**src/rtl/fetch_cycle.sv**
```systemverilog
// Instruction-fetch stage: owns PCF, runs the I-cache request handshake,
// absorbs miss latency and loads the IF/ID register for decode.
//
// state | meaning
// ------+---------------------------------------------------------------
// FETCH | request outstanding at PCF; load IF/ID on a clean hit
// DRAIN | redirect seen mid-miss; finish the old request, then jump
// HOLD  | word returned during a stall; parked in the hold buffer
module fetch_cycle #(
  parameter logic [31:0] RESET_PC  = 32'h0000_0000,
  parameter logic [31:0] NOP_INSTR = 32'h0000_0013
) (
  input  logic        clk,
  input  logic        rst,
  input  logic        StallF,
  input  logic        StallD,
  input  logic        FlushD,
  input  logic        PCSrcE,
  input  logic [31:0] PCTargetE,
  output logic        imem_req,
  output logic [31:0] imem_addr,
  input  logic [31:0] imem_rdata,
  input  logic        imem_ready,
  output logic [31:0] InstrD,
  output logic [31:0] PCD,
  output logic [31:0] pc_plus4D,
  output logic        ValidD,
  output logic        fetch_busy
);

  typedef enum logic [1:0] {
    S_FETCH = 2'd0,
    S_DRAIN = 2'd1,
    S_HOLD  = 2'd2
  } state_t;

  typedef enum logic [1:0] {
    IFID_BUBBLE = 2'd0,
    IFID_RDATA  = 2'd1,
    IFID_BUF    = 2'd2
  } ifid_act_t;

  state_t      state_q, state_d;
  ifid_act_t   ifid_act;
  logic [31:0] pcf_q, pcf_d;
  logic [31:0] tgt_q, tgt_d;
  logic [31:0] buf_q, buf_d;
  logic [31:0] instr_q, pcd_q, pcp4_q;
  logic        valid_q;
  logic [31:0] pcf_plus4;
  logic [31:0] target_al;

  // Low two bits of the redirect target are dropped so PCF stays word aligned.
  assign target_al = PCTargetE & 32'hFFFF_FFFC;
  assign pcf_plus4 = pcf_q + 32'd4;

  // FSM state register; an outstanding cache transaction is simply abandoned on reset.
  always_ff @(posedge clk or negedge rst) begin
    if (!rst) state_q <= S_FETCH;
    else      state_q <= state_d;
  end

  // Next-state, PC, redirect latch, hold buffer and IF/ID action selection.
  always_comb begin
    state_d  = state_q;
    pcf_d    = pcf_q;
    tgt_d    = tgt_q;
    buf_d    = buf_q;
    ifid_act = IFID_BUBBLE;
    unique case (state_q)
      S_FETCH: begin
        if (imem_ready) begin
          if (PCSrcE) begin
            pcf_d = target_al;
          end else if (StallF || StallD) begin
            buf_d   = imem_rdata;
            state_d = S_HOLD;
          end else begin
            ifid_act = IFID_RDATA;
            pcf_d    = pcf_plus4;
          end
        end else if (PCSrcE) begin
          tgt_d   = target_al;
          state_d = S_DRAIN;
        end
      end
      S_DRAIN: begin
        // A redirect arriving on the completing edge still wins over the latched one.
        if (PCSrcE) tgt_d = target_al;
        if (imem_ready) begin
          pcf_d   = PCSrcE ? target_al : tgt_q;
          state_d = S_FETCH;
        end
      end
      S_HOLD: begin
        if (PCSrcE) begin
          pcf_d   = target_al;
          state_d = S_FETCH;
        end else if (!StallF && !StallD) begin
          ifid_act = IFID_BUF;
          pcf_d    = pcf_plus4;
          state_d  = S_FETCH;
        end
      end
      default: state_d = S_FETCH;
    endcase
  end

  // Cache request and busy indication; request is masked while reset is asserted.
  always_comb begin
    imem_req   = rst && (state_q != S_HOLD);
    fetch_busy = ((state_q == S_FETCH) && !imem_ready) || (state_q == S_DRAIN);
  end

  // PC, redirect latch and hold buffer.
  always_ff @(posedge clk or negedge rst) begin
    if (!rst) begin
      pcf_q <= RESET_PC;
      tgt_q <= 32'd0;
      buf_q <= 32'd0;
    end else begin
      pcf_q <= pcf_d;
      tgt_q <= tgt_d;
      buf_q <= buf_d;
    end
  end

  // IF/ID register: flush beats stall, stall beats the state-selected load.
  always_ff @(posedge clk or negedge rst) begin
    if (!rst) begin
      instr_q <= NOP_INSTR;
      pcd_q   <= 32'd0;
      pcp4_q  <= 32'd0;
      valid_q <= 1'b0;
    end else if (FlushD) begin
      instr_q <= NOP_INSTR;
      valid_q <= 1'b0;
    end else if (!StallD) begin
      unique case (ifid_act)
        IFID_RDATA: begin
          instr_q <= imem_rdata;
          pcd_q   <= pcf_q;
          pcp4_q  <= pcf_plus4;
          valid_q <= 1'b1;
        end
        IFID_BUF: begin
          instr_q <= buf_q;
          pcd_q   <= pcf_q;
          pcp4_q  <= pcf_plus4;
          valid_q <= 1'b1;
        end
        default: begin
          instr_q <= NOP_INSTR;
          valid_q <= 1'b0;
        end
      endcase
    end
  end

  assign imem_addr = pcf_q;
  assign InstrD    = instr_q;
  assign PCD       = pcd_q;
  assign pc_plus4D = pcp4_q;
  assign ValidD    = valid_q;

endmodule

```
**config.mk**
```make
export PLATFORM = sky130hd
export DESIGN_NAME = fetch_cycle
export DESIGN_NICKNAME = d
export VERILOG_FILES = /design/src/rtl/fetch_cycle.sv
export SDC_FILE = /design/constraint.sdc
export NUM_CORES = 1
export LEC_CHECK = 0
export ABC_AREA = 1
export BUFFER_PORTS_ARGS = -buffer_cell sky130_fd_sc_hd__buf_2
export CORE_MARGIN = 10
export CORE_UTILIZATION = 54
export CTS_CLUSTER_SIZE = 12
export DETAILED_ROUTE_END_ITERATION = 10
export PLACE_DENSITY_LB_ADDON = 0.25
export SYNTH_ARGS = -nofsm -noshare
export SYNTH_HDL_FRONTEND = slang
export SYNTH_SLANG_ARGS = --single-unit
```
**constraint.sdc**
```tcl
create_clock -name clk -period 2.5 [get_ports clk]
set_input_delay 0.25 -clock clk [delete_from_list [all_inputs] [get_ports clk]]
set_output_delay 0.25 -clock clk [all_outputs]
set_load 0.02 [all_outputs]
```
* Word-level counts from Yosys, hierarchy flattened
Index checks and enable logic that the tools add are counted.
Storage, ports and cells: register bits 195, bits of input ports 71, output and inout port bits 131, logic and storage cells 73
Cells by class: add/sub/neg operators 1, eq/ne operators 14, mux-type cells 30, bitwise operators 3, reduce and logical (&&, ||, !) cells 17
Operator list (number):
- 32-bit two-way mux | 10
- 32-bit case mux with 2 select lines | 2
- 32-bit case mux with 3 select lines | 1
- 32-bit by 3-bit adder with 32-bit output (second input constant) | 1
- 2-bit two-way mux | 9
- 3-bit != test (second input constant) | 5
- 5-bit AND reduction | 2
- 2-bit != test (second input constant) | 4
- 1-bit two-way mux | 6
- 2-bit case mux with 3 select lines | 1
- 2-bit by 1-bit == test with 1-bit output (second input constant) | 2
- 2-bit == test (second input constant) | 2
- 2-bit case mux with 2 select lines | 1
- 4-bit AND reduction | 1
- 1-bit logical AND | 3
- 1-bit zero test | 3
- 1-bit NOT | 3
- 3-bit AND reduction | 1
- 3-bit nonzero test | 1
- 2-bit zero test | 1
- 1-bit logical OR | 2
- 2-bit by 1-bit != test with 1-bit output (second input constant) | 1
- 2-bit AND reduction | 1
- 2-bit nonzero test | 1
- 2-bit OR reduction | 1

* Longest topological paths before layout
Gate-level depths: netlist (run 1).
depth in word-level cells 10, depth in mapped cells 11, depth with buffers taken out 10

* Least setup slack after synthesis (run 1)
OpenSTA, ideal clock, no wires.
path kind input to register, start input port PCSrcE, end register instr_q[25], in the netlist InstrD[25], library setup time 0.121 ns, data arrival time 1.944 ns, required time 2.379 ns, path slack 0.435 ns, stages 11, cell sequence buf_2 clkbuf_1 nor2_1 nand2_1 inv_1 ha_1 inv_1 clkbuf_1 clkbuf_1 o21ai_0 a22o_1
On the way: longest elaborated chain between the ends 7, elaborated cells on any way between the ends 9
Ends and longest elaborated chain:
- from (decl) | line 18 | input logic PCSrcE,
- 1-bit two-way mux | line 73 | if (PCSrcE) begin
- 1-bit two-way mux | line 72 | if (imem_ready) begin
- 2-bit case mux with 2 select lines (*) | line 70 | unique case (state_q)
- 2-bit == test / 2-bit by 1-bit == test with 1-bit output (equally long branches) | line 139 | unique case (ifid_act)
- 32-bit case mux with 2 select lines (*) | line 139
- 32-bit two-way mux (*) | line 138 | end else if (!StallD) begin
- 32-bit two-way mux (*) | line 135 | end else if (FlushD) begin
- to (signal assigned) | line 141 | instr_q <= imem_rdata;
- to (signal assigned) | line 147 | instr_q <= buf_q;
- to (decl) | line 48 | logic [31:0] instr_q, pcd_q, pcp4_q;
Every way passes the cells marked *; elsewhere a longest branch is shown, timed or not. The select of a mux whose other input is x is not followed. A chain may end at the register's enable or synchronous reset.

* Worst setup path after layout (run 1)
start register state_q[0], end register instr_q[2], in the netlist InstrD[2]
On the way: longest elaborated chain between the ends 6, elaborated cells on any way between the ends 8
Ends and longest elaborated chain:
- from (decl) | line 43 | state_t state_q, state_d;
- from (signal assigned) | line 60 | else state_q <= state_d;
- 2-bit == test / 2-bit zero test (equally long branches) | line 70
- 2-bit case mux with 2 select lines (*) | line 70
- 2-bit == test / 2-bit by 1-bit == test with 1-bit output (equally long branches) | line 139
- 32-bit case mux with 2 select lines (*) | line 139
- 32-bit two-way mux (*) | line 138
- 32-bit two-way mux (*) | line 135
Marks and branches as above.

==> results.txt, run 1 <==
Crit-path slowest cell: dfrtp_1
Post-synth ARST share: 1.00
Clock Latency Late Sink: 430 ps
Clock Tree Buf Depth: 2
Post-Syn Area per Cell: 8.25 um2
Antenna viol nets, final: 0
Fill count: 1,391
Vias in the first global route: 7,543
Root buffer cell: clkbuf_16
Via count: 7,840
Crit share post-route: 0.847
CP Class: flip-flop to flip-flop
Final Hold Viols: 0
Tmin final: 2120 ps
Resized Gates After CTS: 0
Slew @ Worst Pin: 658 ps
RR Endpoint: InstrD[2]
WL/cell: 16.8 um
Top cells by area, synth: dfrtp_1, nand2_1, o21ai_0, nor2_1, inv_1
Cell count of the worst reg-to-reg path: 8
Yosys warning total: 0
Ant. Diodes: 0
I/O pin total: 202
P&R area growth vs syn: 19.7%
Row count: 47
Top_reg_cell synth: dfrtp_1
CP Data Required Time: 2870 ps
Distinct cells, synth: 34
Register area share after synthesis: 0.540
Crit-path most repeated cell: nand2_1
Setup crit end kind: flip-flop
Post-Synthesis Cells: 1,085
Slew HR: 0.561
Dpl hpwl: 18.2 mm
TNS Setup: 0 ps
#FFs+latches synth: 193
Hold Crit Class: input port to flip-flop
Layout cells sized above 1: 0.218
Num Clock Sinks: 193
Maximum VDD drop: 0.544 mV
Design area: 10,700 um2
Hold path cells: 2
DR vias/cell: 5.23
Pin count of the biggest net entering global routing: 119
Core ar.: 16,400 um2
Die ar.: 22,100 um2
Max H-tree Level: 4
CTS clk-pin slew, worst paths: 70 ps
FF-to-FF Start: state_q[0]
CTS tree: done
Setup violators final: 0
Non-filler instance count after layout: 1,498
Final Max Tran Viols: 0
DR DRC count: 0
Placed cell count: 1,465
Clk_skew: 6.95 ps
Critical path launch point type: flip-flop
Crit Path Max Fanout: 32
Placer congestion estimate: 0.930
Most common cell after layout, fill and taps aside: nand2_1
Grt ovf: 0
RSZ-0062 raised after global routing: no
Worst path bufs/invs: 3
Hold Path Origin: imem_ready
Die Height: 149 um
Post-synth top area share: 0.531
EDFF count, synth: 0
Total Routing Usage GR: 0.225
Outcome: completed
Family with the most delay on the worst path: buffers and inverters
Synth area leader: dfrtp_1
Reg-to-reg slack, setup: 380 ps
Power Density: 918 nW/um2
Cell Area, Placed: 10,100 um2
Critical-path cell list: inv_2 -> nand2_1 -> inv_1 -> nand2_1 -> ha_1 -> nor3_4 -> buf_4 -> a22o_1
Initial DRC count: 654
LEAKAGE: 5.63 nW
Largest stage delay, worst path: 480 ps
Global-route wire length before repair: 39.9 mm
Cts bufs inserted: 17
Fmax: 0.472 GHz
Post-Route WL: 25.2 mm
Syn nets: 1,159
# port buffers: 199
CP arrival: 2480 ps
Die W: 149 um
Initial core utilization: 0.546
Hold Crit Endpoint: state_q[0]
Max cap viols: 0
Most frequent cells in the layout: nand2_1, buf_2, dfrtp_1, o21ai_0, nor2_1
Post-synthesis cell area: 8950 um2
Initial antenna violation count: 0
Drt pass-1 iters: 5
Nets: 1,339
logic make-up after synthesis:
family          synth area share
simple gates               0.218
flops                      0.540
mux                      0.00377
xor+xnor                  0.0147
buf+inv                   0.0672
fa+ha+maj                0.00419
compound gates             0.153
metrics by stage:
stage	power [mW]	worst slack, ps	hold slack [ps]	utilization
CTS	9.90	363	0.753	0.653
finish	9.84	383	12.5	0.653
floorplan	6.09	435	-45.6	-
detailed placement	7.23	418	157	0.618
global placement	7.14	481	160	0.618
global route	10.4	228	17.5	0.653
layer usage:
metal / vias up / GRT usage / routed length (um) / share of wire
met1: 3670 / 0.315 / 10900 / 0.43
li1: 3847 / - / - / -
met4: 0 / 0.0721 / 699 / 0.028
met2: 278 / 0.339 / 11500 / 0.46
met3: 45 / 0.0549 / 2060 / 0.082
met5: - / 0 / 0 / 0
power by group:
| group | internal (mW) | switching (mW) |
|---|---|---|
| clock network | 1.40 | 1.26 |
| logic | 0.905 | 1.91 |
| registers | 3.82 | 0.538 |
repair_timing:
action,4_1_cts,5_1_grt
setup buffers,0,0
hold endpoints to repair,27,0
hold buffers,1,0
sequential cells by signal, indices dropped and copies added, names as in the netlist:
name       count
pc_plus4D     30
buf_q         32
tgt_q         32
PCD           32
ValidD         1
state_q        2
imem_addr     32
InstrD        32
cell type report:
| cell class | count | area [um2] | area share |
|---|---|---|---|
| clock inverter | 15 | 149 | 0.0139 |
| multi-input combinational | 749 | 3530 | 0.329 |
| tap | 220 | 275 | 0.0257 |
| clock buffer | 17 | 425 | 0.0397 |
| sequential | 193 | 4830 | 0.451 |
| timing repair buffer | 220 | 1190 | 0.111 |
| inverter | 84 | 315 | 0.0294 |
synth_stat cells (3+ instances only):
cell,n
inv_1,80
nand2_1,353
nand3_1,27
buf_4,8
nor2_2,4
dfrtp_1,190
o21ai_1,9
a21boi_0,4
nor2_1,98
xor2_1,15
a21oi_1,20
clkbuf_1,33
nor2_4,3
buf_2,16
a31oi_1,17
nand2_2,3
o21ai_0,146
a22o_1,29
dfstp_2,3
ha_1,3
inv_2,4
worst max-delay path by stage:
stage,end,start,depth (start not counted)
3_5_place_dp,PCD[27],StallD,12
4_1_cts,PCD[5],state_q[0],10
2_1_floorplan,InstrD[25],PCSrcE,11
3_3_place_gp,InstrD[28],StallD,10
6_report,InstrD[2],state_q[0],8
5_1_grt,PCD[5],state_q[0],10
No activity file was read; power rests on OpenSTA's default activity.
==> run 2, diff against run 1 <==
--- a/config.mk
+++ b/config.mk
@@ -5,10 +5,10 @@
 export SDC_FILE = /design/constraint.sdc
 export NUM_CORES = 1
 export LEC_CHECK = 0
-export ABC_AREA = 1
+export ABC_AREA = 0
 export BUFFER_PORTS_ARGS = -buffer_cell sky130_fd_sc_hd__buf_2
 export CORE_MARGIN = 10
-export CORE_UTILIZATION = 54
+export CORE_UTILIZATION = 49
 export CTS_CLUSTER_SIZE = 12
 export DETAILED_ROUTE_END_ITERATION = 10
 export PLACE_DENSITY_LB_ADDON = 0.25
==> constraint.sdc (replaced) <==
create_clock -name clk -period 1.7 [get_ports clk]
set_input_delay 0.17 -clock clk [delete_from_list [all_inputs] [get_ports clk]]
set_output_delay 0.17 -clock clk [all_outputs]
set_load 0.02 [all_outputs]
==> run 2 against run 1 <==
Effect of this change: the flow now finishes with violations (setup timing); worst hold slack worse by 4.5 ps; die area is 8.8% higher; sequential power is 41% higher; highest routed layer unchanged.
==> results.txt, run 2 <==
Outcome: complete, but fails checks
Failing checks: setup timing
Nets: 1,326 (-0.97%)
FF-to-FF Start: state_q[0]
Post-Synthesis Cells: 893 (-18%)
Post-synthesis cell area: 8960 um2 (about the same)
Pin count of the biggest net entering global routing: 117 (-1.7%)
Final Core Density: 0.762 (+0.109)
CP arrival: 2400 ps (-80 ps)
Initial DRC count: 784 (+20%)
Critical-path cell list: nor4b_4 -> and2_4 -> ha_4 -> or3_4 -> buf_6 -> clkbuf_16 -> nand2_2 -> o21ai_2
Cell Area, Placed: 11,000 um2 (+8.2%)
Most common cell after layout, fill and taps aside: buf_2
Pwr Total: 15.2 mW (+55%)
Fmax: 0.483 GHz (+2.3%)
Post-place setup slack: -426 ps (-844 ps)
Family with the most delay on the worst path: simple AND/OR/NAND/NOR gates
Post-synth ARST share: 1.00 (unchanged)
Row count: 49 (+4.3%)
Placed cell count: 1,354 (-7.6%)
LEAKAGE: 6.53 nW (+16%)
Antenna viol nets, final: 0 (unchanged)
Layout cells sized above 1: 0.495 (+0.277)
Worst path bufs/invs: 2 (-1)
DR DRC count: 0 (unchanged)
Cts bufs inserted: 17 (unchanged)
Power Density: 1110 nW/um2 (+21%)
Initial antenna violation count: 2 (+2)
Final Hold Viols: 0 (unchanged)
CTS tree: done
Dpl hpwl: 18.1 mm (-0.40%)
Worst Setup SP: state_q[0]
Post-Syn Area per Cell: 10.0 um2 (+22%)
WL/cell: 22.2 um (+32%)
Cell count of the worst reg-to-reg path: 8 (unchanged)
EDFF count, synth: 0 (unchanged)
Critical Path End: pc_plus4D[17]
Clock Latency Late Sink: 440 ps (about the same)
CP Class: flip-flop to flip-flop
Yosys warning total: 0 (unchanged)
# port buffers: 199 (unchanged)
Count leader, synth: nand2_1
Fill count: 1,102 (-21%)
Total Routing Usage GR: 0.236 (+0.0101)
Commonest cells post-synth: nand2_1, dfrtp_1, o21ai_0
Initial core utilization: 0.499 (-0.0471)
Vias in the first global route: 8,394 (+11%)
Setup crit end kind: flip-flop
Max H-tree Level: 4 (unchanged)
Design area: 13,700 um2 (+28%)
CTS clk-pin slew, worst paths: 70 ps (about the same)
Top_reg_cell synth: dfrtp_1
CP Data Required Time: 2030 ps (-840 ps)
Slew @ Worst Pin: 971 ps (+313 ps)
Root buffer cell: clkbuf_16
Crit-path slowest cell: dfrtp_1
Core ar.: 18,000 um2 (+9.5%)
Num Clock Sinks: 193 (unchanged)
Grt ovf: 0 (unchanged)
TNS Setup: -32,860 ps (-32,860 ps)
I/O pin total: 202 (unchanged)
Crit share post-route: 1.22 (+0.371)
Clk_skew: 9.58 ps (+2.64 ps)
Setup violators final: 143 (+143)
Die Height: 155 um (+4.3%)
Synth area leader: dfrtp_1
#FFs+latches synth: 193 (unchanged)
DR vias/cell: 5.88 (+12%)
Slew HR: 0.352 (-0.209)
Final WS setup: -370 ps (-753 ps)
RSZ-0062 raised after global routing: yes
Largest stage delay, worst path: 420 ps (-60 ps)
Max cap viols: 0 (unchanged)
Most frequent cells in the layout: buf_2, dfrtp_1, nand2_1, buf_4, dlygate4sd3_1
Hold Crit Class: input port to flip-flop
Clock Tree Buf Depth: 2 (unchanged)
Drt pass-1 iters: 6 (+1)
Final Hold Slack: 8.10 ps (-4.45 ps)
Placer congestion estimate: 0.859 (-7.6%)
Die W: 155 um (+4.3%)
Post-Route WL: 33.2 mm (+32%)
Crit Path Max Fanout: 5 (-84%)
Reg-to-reg slack, setup: -370 ps (-750 ps)
Distinct cells, synth: 54 (+59%)
Syn nets: 967 (-17%)
Crit path depth: 8 (unchanged)
Via count: 8,792 (+12%)
Top cells by area, synth: dfrtp_1, nand2_1, mux2_2, o21ai_0, a22oi_1
Register area share after synthesis: 0.540 (about the same)
Post-synth top area share: 0.531 (about the same)
Tmin final: 2070 ps (-46.6 ps)
Maximum VDD drop: 0.842 mV (+55%)
Global-route wire length before repair: 45.8 mm (+15%)
Die ar.: 24,100 um2 (+8.8%)
Final Max Tran Viols: 0 (unchanged)
P&R area growth vs syn: 52.8%
RR Endpoint: pc_plus4D[17]
Critical path launch point type: flip-flop
Non-filler instance count after layout: 1,496 (-0.13%)
[run 2: cell count changes after synthesis, sizes merged, moves of 16 or more]
cell,delta
a22oi,+29
o21ai,-45
inv,-71
and3,+16
xnor2,+19
mux2,+59
nand3,-19
nand2,-161
nor2,-75
clkbuf,+17
a22o,-29
[run 2: cells by family (layout without fill, tap and decap cells)]
logic type / after synthesis / after routing / synth area share
fa+ha+maj: 3 / 3 / 0.00419
xor+xnor: 27 / 27 / 0.0264
other cells: 0 / 2 / 0
buf+inv: 87 / 458 / 0.0427
flops: 193 / 193 / 0.540
compound gates: 216 / 216 / 0.144
mux: 63 / 63 / 0.0791
simple gates: 304 / 305 / 0.164
[run 2: repair_timing]
action	CTS	global route
setup endpoints to repair	113	150
endpoints found under the hold margin	171	0
cloned	10	8
hold buffers	56	0
pin swaps	46	48
resized for setup	88	206
setup buffers	15	23
[run 2: area by class of cell]
cell class              instances  area [um2]  area share
flip-flops and latches        193        4860       0.355
multi-input cells             614        4550       0.333
repair buffers                413        3310       0.242
clock buffers                  20         447      0.0326
well taps                     229         287      0.0209
clock inverters                12         180      0.0132
inverters                      13        48.8     0.00356
diodes                          2        5.00    0.000366
[run 2: where the power goes]
group          internal (mW)  switching (mW)  total [mW]  leakage [nW]
combinational           2.03            2.74        4.77          3.79
clock                   2.51            1.82        4.34         0.301
sequential              5.49           0.646        6.13          2.43
[run 2: worst min-delay path by stage]
stage / from / to / slack (ps) / cells after the start
floorplan: rst / InstrD[10] / -130 / 0
global placement: rst / pc_plus4D[4] / 360 / 2
detailed placement: rst / pc_plus4D[4] / 360 / 2
CTS: PCTargetE[25] / tgt_q[25] / 2 / 2
global route: PCTargetE[31] / tgt_q[31] / 10 / 2
finish: PCTargetE[31] / tgt_q[31] / 8 / 2
[run 2: routing by layer]
layer | up-vias | part of all wire | global-route usage
met5 | - | 0 | 0
met1 | 4290 | 0.40 | 0.307
met4 | 0 | 0.039 | 0.0931
met3 | 110 | 0.093 | 0.0549
li1 | 3837 | - | -
met2 | 555 | 0.47 | 0.372
